## src/rtl/song_playback_ctrl.sv

```systemverilog
// Playback sequencer for one song slot: button pulses -> play/song_done/reset_player, ms timebase, elapsed time, song select.
// Latency: every output is registered; a button pulse in cycle N shows on the outputs in cycle N+1.
// Backpressure: none; button pulses are single-cycle events and are always accepted (lower priority ones dropped).
module song_playback_ctrl #(
    parameter logic [15:0] TICKS_PER_MS = 16'd50000,
    parameter logic [19:0] SONG_LEN_MS  = 20'd30000,
    parameter logic [2:0]  NUM_SONGS    = 3'd4
) (
    input  logic        clk,
    input  logic        rst,
    input  logic        btn_play_pause,
    input  logic        btn_next,
    input  logic        btn_restart,
    output logic        play,
    output logic        song_done,
    output logic        reset_player,
    output logic [2:0]  song_sel,
    output logic [19:0] elapsed_ms,
    output logic        ms_tick
);

    typedef enum logic [1:0] {
        IDLE    = 2'd0,
        PLAYING = 2'd1,
        PAUSED  = 2'd2,
        DONE    = 2'd3
    } state_t;

    state_t      state;
    state_t      state_nxt;
    logic [15:0] presc;
    logic [15:0] presc_nxt;
    logic [19:0] elapsed_nxt;
    logic [2:0]  sel_nxt;
    logic        rp_nxt;
    logic        tick_nxt;

    logic        presc_wrap;
    logic [2:0]  sel_inc;
    logic [19:0] elapsed_inc;

    assign presc_wrap  = (presc == TICKS_PER_MS - 16'd1);
    assign sel_inc     = (song_sel == NUM_SONGS - 3'd1) ? 3'd0 : song_sel + 3'd1;
    assign elapsed_inc = elapsed_ms + 20'd1;

    always_ff @(posedge clk or posedge rst) begin
        if (rst) begin
            state        <= IDLE;
            presc        <= 16'd0;
            elapsed_ms   <= 20'd0;
            song_sel     <= 3'd0;
            reset_player <= 1'b0;
            ms_tick      <= 1'b0;
            play         <= 1'b0;
            song_done    <= 1'b0;
        end else begin
            state        <= state_nxt;
            presc        <= presc_nxt;
            elapsed_ms   <= elapsed_nxt;
            song_sel     <= sel_nxt;
            reset_player <= rp_nxt;
            ms_tick      <= tick_nxt;
            play         <= (state_nxt == PLAYING);
            song_done    <= (state_nxt == DONE);
        end
    end

    // Buttons are mutually exclusive by priority; the prescaler only advances on a button-free PLAYING cycle.
    always_comb begin
        state_nxt   = state;
        presc_nxt   = presc;
        elapsed_nxt = elapsed_ms;
        sel_nxt     = song_sel;
        rp_nxt      = 1'b0;
        tick_nxt    = 1'b0;

        if (btn_restart) begin
            presc_nxt   = 16'd0;
            elapsed_nxt = 20'd0;
            rp_nxt      = 1'b1;
            if (state == PAUSED || state == DONE) begin
                state_nxt = IDLE;
            end
        end else if (btn_next) begin
            sel_nxt     = sel_inc;
            presc_nxt   = 16'd0;
            elapsed_nxt = 20'd0;
            rp_nxt      = 1'b1;
            if (state != PLAYING) begin
                state_nxt = IDLE;
            end
        end else if (btn_play_pause) begin
            case (state)
                IDLE:    state_nxt = PLAYING;
                PLAYING: state_nxt = PAUSED;
                PAUSED:  state_nxt = PLAYING;
                DONE: begin
                    state_nxt   = PLAYING;
                    presc_nxt   = 16'd0;
                    elapsed_nxt = 20'd0;
                    rp_nxt      = 1'b1;
                end
                default: state_nxt = IDLE;
            endcase
        end else if (state == PLAYING) begin
            if (presc_wrap) begin
                presc_nxt = 16'd0;
                tick_nxt  = 1'b1;
                // Clamp so elapsed_ms can never run past the song length.
                if (elapsed_inc >= SONG_LEN_MS) begin
                    elapsed_nxt = SONG_LEN_MS;
                    state_nxt   = DONE;
                end else begin
                    elapsed_nxt = elapsed_inc;
                end
            end else begin
                presc_nxt = presc + 16'd1;
            end
        end
    end

endmodule

```

## config.mk

```make
export PLATFORM = sky130hd
export DESIGN_NAME = song_playback_ctrl
export DESIGN_NICKNAME = d
export VERILOG_FILES = /design/src/rtl/song_playback_ctrl.sv
export SDC_FILE = /design/constraint.sdc
export NUM_CORES = 1
export LEC_CHECK = 0
export ABC_CLOCK_PERIOD_IN_PS = 5060
export CAP_MARGIN = 20
export CORE_ASPECT_RATIO = 1.25
export CORE_UTILIZATION = 60
export DETAILED_ROUTE_END_ITERATION = 7
export GPL_TIMING_DRIVEN = 0
export PLACE_DENSITY = 0.85
export RECOVER_POWER = 25
export SYNTH_ARGS = -nofsm -noshare
export SYNTH_HDL_FRONTEND = slang
export SYNTH_SLANG_ARGS = --single-unit
```

## constraint.sdc

```tcl
create_clock -name clk -period 5.06 [get_ports clk]
set_clock_uncertainty 0.2 [all_clocks]
set_input_delay 0.506 -clock clk [delete_from_list [all_inputs] [get_ports clk]]
set_output_delay 0.506 -clock clk [all_outputs]
set_load 0.005 [all_outputs]
```

==> results of run 1 <==
[tightest hold or removal path: stages (launching register included)]
cell,delay (ns)
dfrtp_1,0.38
inv_1,0.07
a21oi_1,0.04
[sequential cells by signal (all words and copies together), names as in the netlist]
register,cells
elapsed_ms,20
ms_tick,1
play,1
presc,16
reset_player,1
song_done,1
song_sel,3
state,2
[final cells by class]
class                   instances  area share (%)
well taps                      58            2.28
inverters                       9            1.06
plain buffers                  18            2.91
flip-flops and latches         45            35.3
clock buffers                   6            2.59
multi-input cells             229            46.0
clock inverters                 1           0.236
repair buffers                 31            9.54
[metal layers]
| layer | share of wire, % | vias to the layer above | wire [um] |
|---|---|---|---|
| met3 | 3.0 | 19 | 177 |
| met5 | 0 | - | 0 |
| met2 | 51 | 71 | 3030 |
| met1 | 44 | 1173 | 2590 |
| met4 | 2.4 | 0 | 144 |
| li1 | - | 1180 | - |
[worst max path at each step]
stage / depth (start not counted) / slack [ns] / to
after floorplan: 7 / 2.42 / elapsed_ms[1]$_DFFE_PP0P_
after global placement: 10 / 1.88 / presc[13]$_DFFE_PP0P_
after detailed placement: 10 / 1.85 / presc[11]$_DFFE_PP0P_
after CTS: 8 / 2.09 / elapsed_ms[8]$_DFFE_PP0P_
after global routing: 3 / 1.48 / elapsed_ms[17]$_DFFE_PP0P_
final: 8 / 1.99 / elapsed_ms[8]$_DFFE_PP0P_
[placed cells by master (no fill, tap or decap), drive strengths merged, types with 9 or more instances in the layout]
cell           count
dfrtp             45
nand2             30
clkdlybuf4s50     29
nor2              26
nand3             19
clkbuf            17
a21oi             14
and3              13
o21ai             12
nor4              10
inv                9
[power by group]
part	internal (mW)	total, mW	switching (mW)
registers	0.379	0.395	0.0156
clock network	0.108	0.232	0.124
logic	0.0575	0.114	0.0563
total	0.545	0.741	0.196
[kinds of logic (layout without fill, tap and decap cells)]
kind of cell	Yosys count	count (layout)	synth area share [%]
muxes	5	5	1.93
buffers and inverters	27	65	4.65
AOI/OAI and AO/OA	61	61	16.4
adders and majority gates	3	3	1.38
DFF	45	45	41.4
xor gates and xnor gates	14	14	4.51
and+or+nand+nor	146	146	29.7
==> qor.yml, run 1 <==
num_vias: 2443
clock_path_buffers: 2
grt_util_met3_pct: 4.32
drv_slew: 41
crit_chain: "buf_4 -> nand3_1 -> nor4_1 -> a21oi_1 -> a211oi_2 -> buf_4 -> o221ai_1 -> o211a_1"
report.power.total_mw: 0.741
n_fill_cell: 337
grt-ovfl-total: 0
critPathLaunch: "elapsed_ms[2]$_DFFE_PP0P_"
grt_max_degree: 41
min_path_cells: 2
hold_path_class: "flop to flop"
clock-sinks: 45
yosysTopAreaCell: "dfrtp_1"
grt_pass1_wl_mm: 10.3
grtUsageMet1_pct: 31.8
clockRootBuffer: "clkbuf_8"
io_buffers: 30
grt_pass1_vias: 2346
clk_latency_ns: 0.30
power_density_nw_per_um2: 232
ant_nets: 0
rsz0062_at_grt: "no"
drt_iter0_drc: 178
stdcell_area_um2: 3190
cap_violations: 1
min_to: "song_sel[2]$_DFFE_PP0P_"
wirelength_mm: 5.94
setup_tns_ns: 0
ys_seq_area_share_pct: 41.4
synth_cell_types: 59
die_h_um: 77.3
finish.utilization_pct: 72.5
async_reset_ff_share_pct: 100
r2r_start: "elapsed_ms[2]$_DFFE_PP0P_"
diodes: 0
synthDominantCellAreaShare_pct: 41.4
crit_top_cell: "buf_4"
pin_count: 32
cts_made_buffers: 5
min_period_ns: 3.07
grt_util_met2_pct: 46.9
fp.dieArea_um2: 4810
crit_required_ns: 5.05
ys_warn_count: 0
postSynthAreaPerCell_um2: 9.03
violations: "max-capacitance violations, max-slew violations"
synth_area_um2: 2720
crit_path_max_incr_delay_ns: 0.64
post-place-ws_ns: 1.85
placedInstanceArea_um2: 3110
drive_above_1_share_pct: 9.14
cp-end-kind: "flop"
post-route-period-util_pct: 60.7
peakVddDrop_mv: 0.214
setup_slack_ns: 1.99
worstSetupPathType: "flop to flop"
layout.nets: 347
leakage_nw: 1.37
globalRouteTotalUtil_pct: 26.9
cts_repair_resize_count: 0
finalHoldViolations: 0
fin_cells: 397
rrSetupSlack_ns: 1.99
clk_pin_slew_ns: 0.09
worst-path-buf-inv: 2
dr.pass1.iters: 4
routed_via_density: 6.15
holdWs_ns: 0.323
maxSlewHeadroom_pct: -39.3
seqCellArea_um2: 1130
synth_commonest_cells: "dfrtp_1 (45), nand2_1 (30), nor2_1 (24), nand3_1 (19), a21oi_1 (14)"
antenna_found_initial: 0
htreeDepth: 2
drt-wirelength-per-cell_um: 15.0
min-delay-start: "song_sel[2]$_DFFE_PP0P_"
synth_most_common_cell: "dfrtp_1"
cts_setup_buffers: 0
top_usage_layer: "met2"
arrival_ns: 3.06
worstSetupStartpointType: "flop"
synth_area_leaders: "dfrtp_1 (41%), nand2_1 (4.1%), nand3_1 (3.5%), nor2_1 (3.3%), and3_1 (3.0%)"
synthesis.nets: 309
cp_max_fo: 10
hpwl_mm: 4.16
die_w_um: 62.2
status: "complete, but fails checks"
syn_to_final_growth_pct: 17.2
reg2reg_to: "elapsed_ms[8]$_DFFE_PP0P_"
setup_viol_count_final: 0
postCtsHoldBufs: 0
coreArea_um2: 4390
ys.flop_type: "dfrtp_1"
drc: 0
place_inst: 390
worstMarginPinSlew_ns: 2.09
multi_input_area_um2: 1470
rows: 27
reg2reg_depth: 8
synth_edf_count: 0
cp_slowest_cell: "nor4_1"
gp_congestion: 0.894
ys_ff_latch: 45
cts_tree: "done"
start_util_pct: 61.9
syn_inst: 301
crit_family: "compound AO/OA/AOI/OAI gates"
max_freq_mhz: 326
No activity file was read; power rests on OpenSTA's default activity.
==> inputs of run 2 (changes only) <==
Settings changed: ABC_CLOCK_PERIOD_IN_PS 5060 to 2900, CORE_UTILIZATION 60 to 56, PLACE_DENSITY 0.85 to 0.8.
Clock period 5.06 ns to 2.9 ns, I/O delays scaled along.
==> run 2 against run 1 <==
The run now ends clean. Die area rose by 6.9%. Highest routed layer unchanged. Critical endpoint is now elapsed_ms[6]$_DFFE_PP0P_. Fmax rose by 10%. Utilization fell by 2.0 points. Sequential cell count did not move. Sequential power rose by 75%. Power rose by 88%. Routed wire length rose by 8.4%. Final cell count rose by 1.5%. Global-route usage fell by 0.31 points. Clock-buffer cell count rose by 1. Clock power rose by 120%. First-iteration DRC count fell by 4.5%.
==> qor.yml, run 2 (synthesis gave the netlist of run 1 again) <==
status: "finished, final reports clean"  # was complete, but fails checks
gp_congestion: 0.883  # was 0.894
htreeDepth: 2  # unchanged
antenna_found_initial: 0  # unchanged
layout.nets: 350  # was 347
reg2reg_depth: 9  # was 8
worst-path-buf-inv: 2  # unchanged
worstMarginPinSlew_ns: 0.849  # was 2.09 ns
power_density_nw_per_um2: 422  # was 232 nW/um^2
reg2reg_to: "elapsed_ms[6]$_DFFE_PP0P_"  # was elapsed_ms[8]$_DFFE_PP0P_
die_w_um: 64.3  # was 62.2 um
dr.pass1.iters: 5  # was 4
cp_max_fo: 10  # unchanged
top_regs: "elapsed_ms x20, presc x16, song_sel x3"  # unchanged
clk_latency_ns: 0.31  # was 0.30 ns
final_common_cell: "dfrtp_1"  # unchanged
layout_common_cells: "dfrtp_1 (44), nand2_1 (30), clkdlybuf4s50_1 (29)"  # was dfrtp_1 (45), nand2_1 (30), clkdlybuf4s50_1 (29)
pin_count: 32  # unchanged
diodes: 0  # unchanged
max_freq_mhz: 359  # was 326 MHz
crit_path_max_incr_delay_ns: 0.57  # was 0.64 ns
placedInstanceArea_um2: 3110  # about the same
clockRootBuffer: "clkbuf_8"  # unchanged
io_buffers: 30  # unchanged
rows: 28  # was 27
r2r_start: "presc[5]$_DFFE_PP0P_"  # was elapsed_ms[2]$_DFFE_PP0P_
drc: 0  # unchanged
leakage_nw: 1.43  # was 1.37 nW
drive_above_1_share_pct: 12.8  # was 9.14%
syn_to_final_growth_pct: 21.8  # was 17.2%
die_h_um: 79.9  # was 77.3 um
holdWs_ns: 0.202  # was 0.323 ns
stdcell_area_um2: 3310  # was 3190 um^2
worstSetupPathType: "flop to flop"  # unchanged
wirelength_mm: 6.43  # was 5.94 mm
cp-end-kind: "flop"  # unchanged
grt-ovfl-total: 0  # unchanged
min_period_ns: 2.79  # was 3.07 ns
ant_nets: 0  # unchanged
clock_path_buffers: 2  # unchanged
cap_violations: 0  # was 1
crit_family: "simple AND/OR/NAND/NOR gates"  # was compound AO/OA/AOI/OAI gates
drt_iter0_drc: 170  # was 178
peakVddDrop_mv: 0.396  # was 0.214 mV
drv_slew: 0  # was 41
post-route-period-util_pct: 96.1  # was 60.7%
arrival_ns: 2.84  # was 3.06 ns
clock-sinks: 45  # unchanged
routed_via_density: 6.00  # was 6.15
worstSetupStartpointType: "flop"  # unchanged
num_vias: 2420  # was 2443
grt_max_degree: 36  # was 41
largest_reg_flops: 20  # unchanged
cp_slowest_cell: "or4b_4"  # was nor4_1
finalHoldViolations: 0  # unchanged
drt-wirelength-per-cell_um: 16.0  # was 15.0 um
hold_path_class: "input pin to async pin"  # was flop to flop
clk_pin_slew_ns: 0.09  # about the same
crit_chain: "or4b_4 -> nor4_4 -> nor2_2 -> or2_1 -> buf_2 -> buf_6 -> nor3_1 -> o2111ai_1 -> nand3_1"  # was buf_4 -> nand3_1 -> nor4_1 -> a21oi_1 -> a211oi_2 -> buf_4 -> o221ai_1 -> o211a_1
coreArea_um2: 4690  # was 4390 um^2
fp.dieArea_um2: 5140  # was 4810 um^2
hpwl_mm: 4.50  # was 4.16 mm
grt_pass1_vias: 2222  # was 2346
cts_tree: "done"  # unchanged
setup_viol_count_final: 0  # unchanged
rrSetupSlack_ns: 0.11  # was 1.99 ns
start_util_pct: 57.9  # was 61.9%
cts_made_buffers: 5  # unchanged
globalRouteTotalUtil_pct: 26.6  # was 26.9%
regMostFlops: "elapsed_ms"  # unchanged
postCtsHoldBufs: 0  # unchanged
maxSlewHeadroom_pct: 43.4  # was -39.3%
grt_pass1_wl_mm: 10.6  # was 10.3 mm
crit_required_ns: 2.95  # was 5.05 ns
## run 2: changes by cell type in the layout (fill, tap and decap cells not counted), moves of 2 or more
cell	delta
buf_4	+3
nand3_1	-2
clkbuf_2	+2
nand3_2	+2
nor4_1	-2
## run 2: final cells by class
class                           instances  area, um^2
Clock inverter                          1        30.0
Multi-Input combinational cell        229        1540
Tap cell                               60        75.1
Inverter                                9        33.8
Buffer                                 18        93.8
Clock buffer                            7        86.3
Fill cell                             382        1380
Sequential cell                        45        1130
Timing Repair Buffer                   34         328
## run 2: repair_timing
item | CTS | global route
resized for setup | 2 | 12
endpoints found under the setup margin | 12 | 24
hold endpoints to repair | 0 | 0
pin swaps | 0 | 2
setup buffers | 0 | 3
## run 2: report_power, final
| group | total (mW) | leakage, nW | switching (mW) | internal [mW] |
|---|---|---|---|---|
| sequential | 0.690 | 0.614 | 0.0288 | 0.662 |
| clock | 0.503 | 0.0585 | 0.222 | 0.281 |
| combinational | 0.202 | 0.756 | 0.0999 | 0.102 |
## run 2: how the worst max path moves through the flow
stage	from	endpoint	slack, ns	depth (start not counted)
6_report	presc[5]$_DFFE_PP0P_	elapsed_ms[6]$_DFFE_PP0P_	0.11	9
3_5_place_dp	btn_restart	presc[15]$_DFFE_PP0P_	-0.13	10
3_3_place_gp	btn_restart	presc[15]$_DFFE_PP0P_	-0.09	10
2_1_floorplan	elapsed_ms[0]$_DFFE_PP0P_	elapsed_ms[1]$_DFFE_PP0P_	0.26	7
4_1_cts	elapsed_ms[0]$_DFFE_PP0P_	elapsed_ms[1]$_DFFE_PP0P_	0.02	7
5_1_grt	elapsed_ms[3]$_DFFE_PP0P_	elapsed_ms[8]$_DFFE_PP0P_	-0.04	9
## run 2: layer usage
metal	vias to the layer above	GRT usage (%)	wire, um
met5	-	0	0
met4	0	10.2	96
met3	8	4.14	225
met2	52	46.6	3500
met1	1175	32.4	2610
li1	1185	-	-
## run 2: metrics by stage
stage / util, % / TNS (ns) / power, mW / cells / setup slack, ns
floorplan: - / 0 / 0.809 / 301 / 0.262
global placement: 65.9 / -0.254 / 0.898 / 391 / -0.0853
detailed placement: 66.3 / -0.398 / 0.908 / 392 / -0.127
CTS: 69.0 / 0 / 1.41 / 400 / 0.0219
global route: 70.5 / -0.0696 / 1.46 / 403 / -0.0385
finish: 70.5 / 0 / 1.40 / 403 / 0.112
==> inputs of run 3 (changes only) <==
Settings changed: CAP_MARGIN 20 to 15, CORE_UTILIZATION 56 to 40, PLACE_DENSITY 0.8 to default.
==> run 3 against run 2 <==
Die area is 39% higher. Critical path depth unchanged. Design area increased by 1.1%. Non-clock buffer count did not move. Critical path type unchanged. Sequential share of layout area fell by 0.33 points. First-iteration DRC count down 31%. Combinational power barely moved. Final cell count rose by 6.7%. Global-route usage down 6.7 points. Sequential cell count did not move. Highest routed layer unchanged. Power down 0.31%.
==> qor.yml, run 3 (synthesis gave the netlist of run 1 again) <==
crit_path_max_incr_delay_ns: 0.59  # was 0.57 ns
min_period_ns: 2.82  # was 2.79 ns
crit_required_ns: 2.94  # was 2.95 ns
routed_via_density: 5.57  # was 6.00
clk_latency_ns: 0.30  # was 0.31 ns
grt_util_met2_pct: 34.4  # was 46.6%
cts_made_buffers: 5  # unchanged
layout.nets: 350  # unchanged
drive_above_1_share_pct: 13.1  # was 12.8%
pin_count: 32  # unchanged
postCtsHoldBufs: 0  # unchanged
crit_chain: "or4b_1 -> nor4_4 -> nor2_2 -> or2_1 -> buf_2 -> buf_6 -> nor3_1 -> o2111ai_1 -> nand3_1"  # was or4b_4 -> nor4_4 -> nor2_2 -> or2_1 -> buf_2 -> buf_6 -> nor3_1 -> o2111ai_1 -> nand3_1
cap_violations: 0  # unchanged
setup_viol_count_final: 0  # unchanged
setup_tns_ns: 0  # unchanged
grtUsageMet1_pct: 24.4  # was 32.4%
max_freq_mhz: 355  # was 359 MHz
place_inst: 419  # was 392
post-route-period-util_pct: 97.2  # was 96.1%
fin_cells: 430  # was 403
rows: 33  # was 28
grt_max_degree: 32  # was 36
stdcell_area_um2: 3350  # was 3310 um^2
worstSetupStartpointType: "flop"  # unchanged
grt_pass1_wl_mm: 10.8  # was 10.6 mm
gp_congestion: 0.857  # was 0.883
syn_to_final_growth_pct: 23.1  # was 21.8%
hold_path_class: "input pin to async pin"  # unchanged
wirelength_mm: 6.42  # was 6.43 mm
finish.utilization_pct: 51.0  # was 70.5%
fp.dieArea_um2: 7130  # was 5140 um^2
num_vias: 2393  # was 2420
reg2reg_to: "elapsed_ms[6]$_DFFE_PP0P_"  # unchanged
io_buffers: 30  # unchanged
clockRootBuffer: "clkbuf_8"  # unchanged
antenna_found_initial: 0  # unchanged
coreArea_um2: 6570  # was 4690 um^2
clk_pin_slew_ns: 0.09  # about the same
grt_pass1_vias: 2259  # was 2222
drc: 0  # unchanged
regMostFlops: "elapsed_ms"  # unchanged
worst-path-buf-inv: 2  # unchanged
arrival_ns: 2.86  # was 2.84 ns
hpwl_mm: 4.60  # was 4.50 mm
finalHoldViolations: 0  # unchanged
cp-end-kind: "flop"  # unchanged
placedInstanceArea_um2: 3150  # was 3110 um^2
clock_path_buffers: 2  # unchanged
drt-wirelength-per-cell_um: 14.9  # was 16.0 um
worstSetupPathType: "flop to flop"  # unchanged
setup_slack_ns: 0.0800  # was 0.112 ns
drv_slew: 0  # unchanged
grt_util_met3_pct: 2.90  # was 4.14%
cts_tree: "done"  # unchanged
holdWs_ns: 0.270  # was 0.202 ns
globalRouteTotalUtil_pct: 19.8  # was 26.6%
crit_cells: 9  # unchanged
rrSetupSlack_ns: 0.08  # was 0.11 ns
power_density_nw_per_um2: 416  # was 422 nW/um^2
start_util_pct: 41.4  # was 57.9%
clock-sinks: 45  # unchanged
leakage_nw: 1.43  # about the same
largest_reg_flops: 20  # unchanged
top_regs: "elapsed_ms x20, presc x16, song_sel x3"  # unchanged
report.power.total_mw: 1.39  # was 1.40 mW
post-place-ws_ns: -0.142  # was -0.127 ns
drt_iter0_drc: 118  # was 170
dr.pass1.iters: 5  # unchanged
final_common_cell: "dfrtp_1"  # unchanged
crit_family: "simple AND/OR/NAND/NOR gates"  # unchanged
grt-ovfl-total: 0  # unchanged
htreeDepth: 2  # unchanged
peakVddDrop_mv: 0.324  # was 0.396 mV
reg2reg_depth: 9  # unchanged
worstMarginPinSlew_ns: 0.764  # was 0.849 ns
cp_slowest_cell: "or4b_1"  # was or4b_4
r2r_start: "presc[5]$_DFFE_PP0P_"  # unchanged
die_w_um: 75.7  # was 64.3 um
diodes: 0  # unchanged
rsz0062_at_grt: "yes"
top_usage_layer: "met2"  # unchanged
die_h_um: 94.2  # was 79.9 um
layout_common_cells: "dfrtp_1 (43), nand2_1 (30), clkdlybuf4s50_1 (29)"  # was dfrtp_1 (44), nand2_1 (30), clkdlybuf4s50_1 (29)
status: "finished, final reports clean"  # unchanged
maxSlewHeadroom_pct: 49.1  # was 43.4%
cp_max_fo: 10  # unchanged
ant_nets: 0  # unchanged
==> run 3: power by group <==
part	switching (mW)	internal (mW)	total, mW
combinational	0.0997	0.102	0.202
clock	0.218	0.281	0.500
sequential	0.0287	0.661	0.690
total	0.347	1.04	1.39
==> run 3: how the worst max path moves through the flow <==
stage                                          from                   endpoint  slack [ns]
final                          presc[5]$_DFFE_PP0P_  elapsed_ms[6]$_DFFE_PP0P_        0.08
after global routing      elapsed_ms[3]$_DFFE_PP0P_  elapsed_ms[8]$_DFFE_PP0P_       -0.01
after CTS                 elapsed_ms[1]$_DFFE_PP0P_  elapsed_ms[1]$_DFFE_PP0P_       0.001
after detailed placement                btn_restart      presc[13]$_DFFE_PP0P_       -0.14
after global placement                  btn_restart      presc[15]$_DFFE_PP0P_       -0.12
after floorplan           elapsed_ms[0]$_DFFE_PP0P_  elapsed_ms[1]$_DFFE_PP0P_        0.26
==> run 3: layout make-up <==
| type | instances | area, um^2 |
|---|---|---|
| clock inverter | 1 | 30.0 |
| clock buffer | 7 | 86.3 |
| buffer | 18 | 103 |
| multi-input combinational | 229 | 1530 |
| inverter | 9 | 33.8 |
| fill | 627 | 3220 |
| tap | 87 | 109 |
| sequential | 45 | 1130 |
| timing repair buffer | 34 | 328 |
==> run 3: metal layers <==
| layer | share of wire, % | wire length [um] |
|---|---|---|
| met5 | 0 | 0 |
| met3 | 3.4 | 221 |
| met1 | 43 | 2770 |
| met2 | 52 | 3310 |
| met4 | 1.8 | 116 |
==> run 3: repair_timing <==
| action | 4_1_cts | 5_1_grt |
|---|---|---|
| cloned | 0 | 0 |
| pin swaps | 0 | 4 |
| hold endpoints to repair | 0 | 0 |
| setup endpoints to repair | 16 | 21 |
| setup buffers | 0 | 3 |
| gates resized for setup | 3 | 18 |
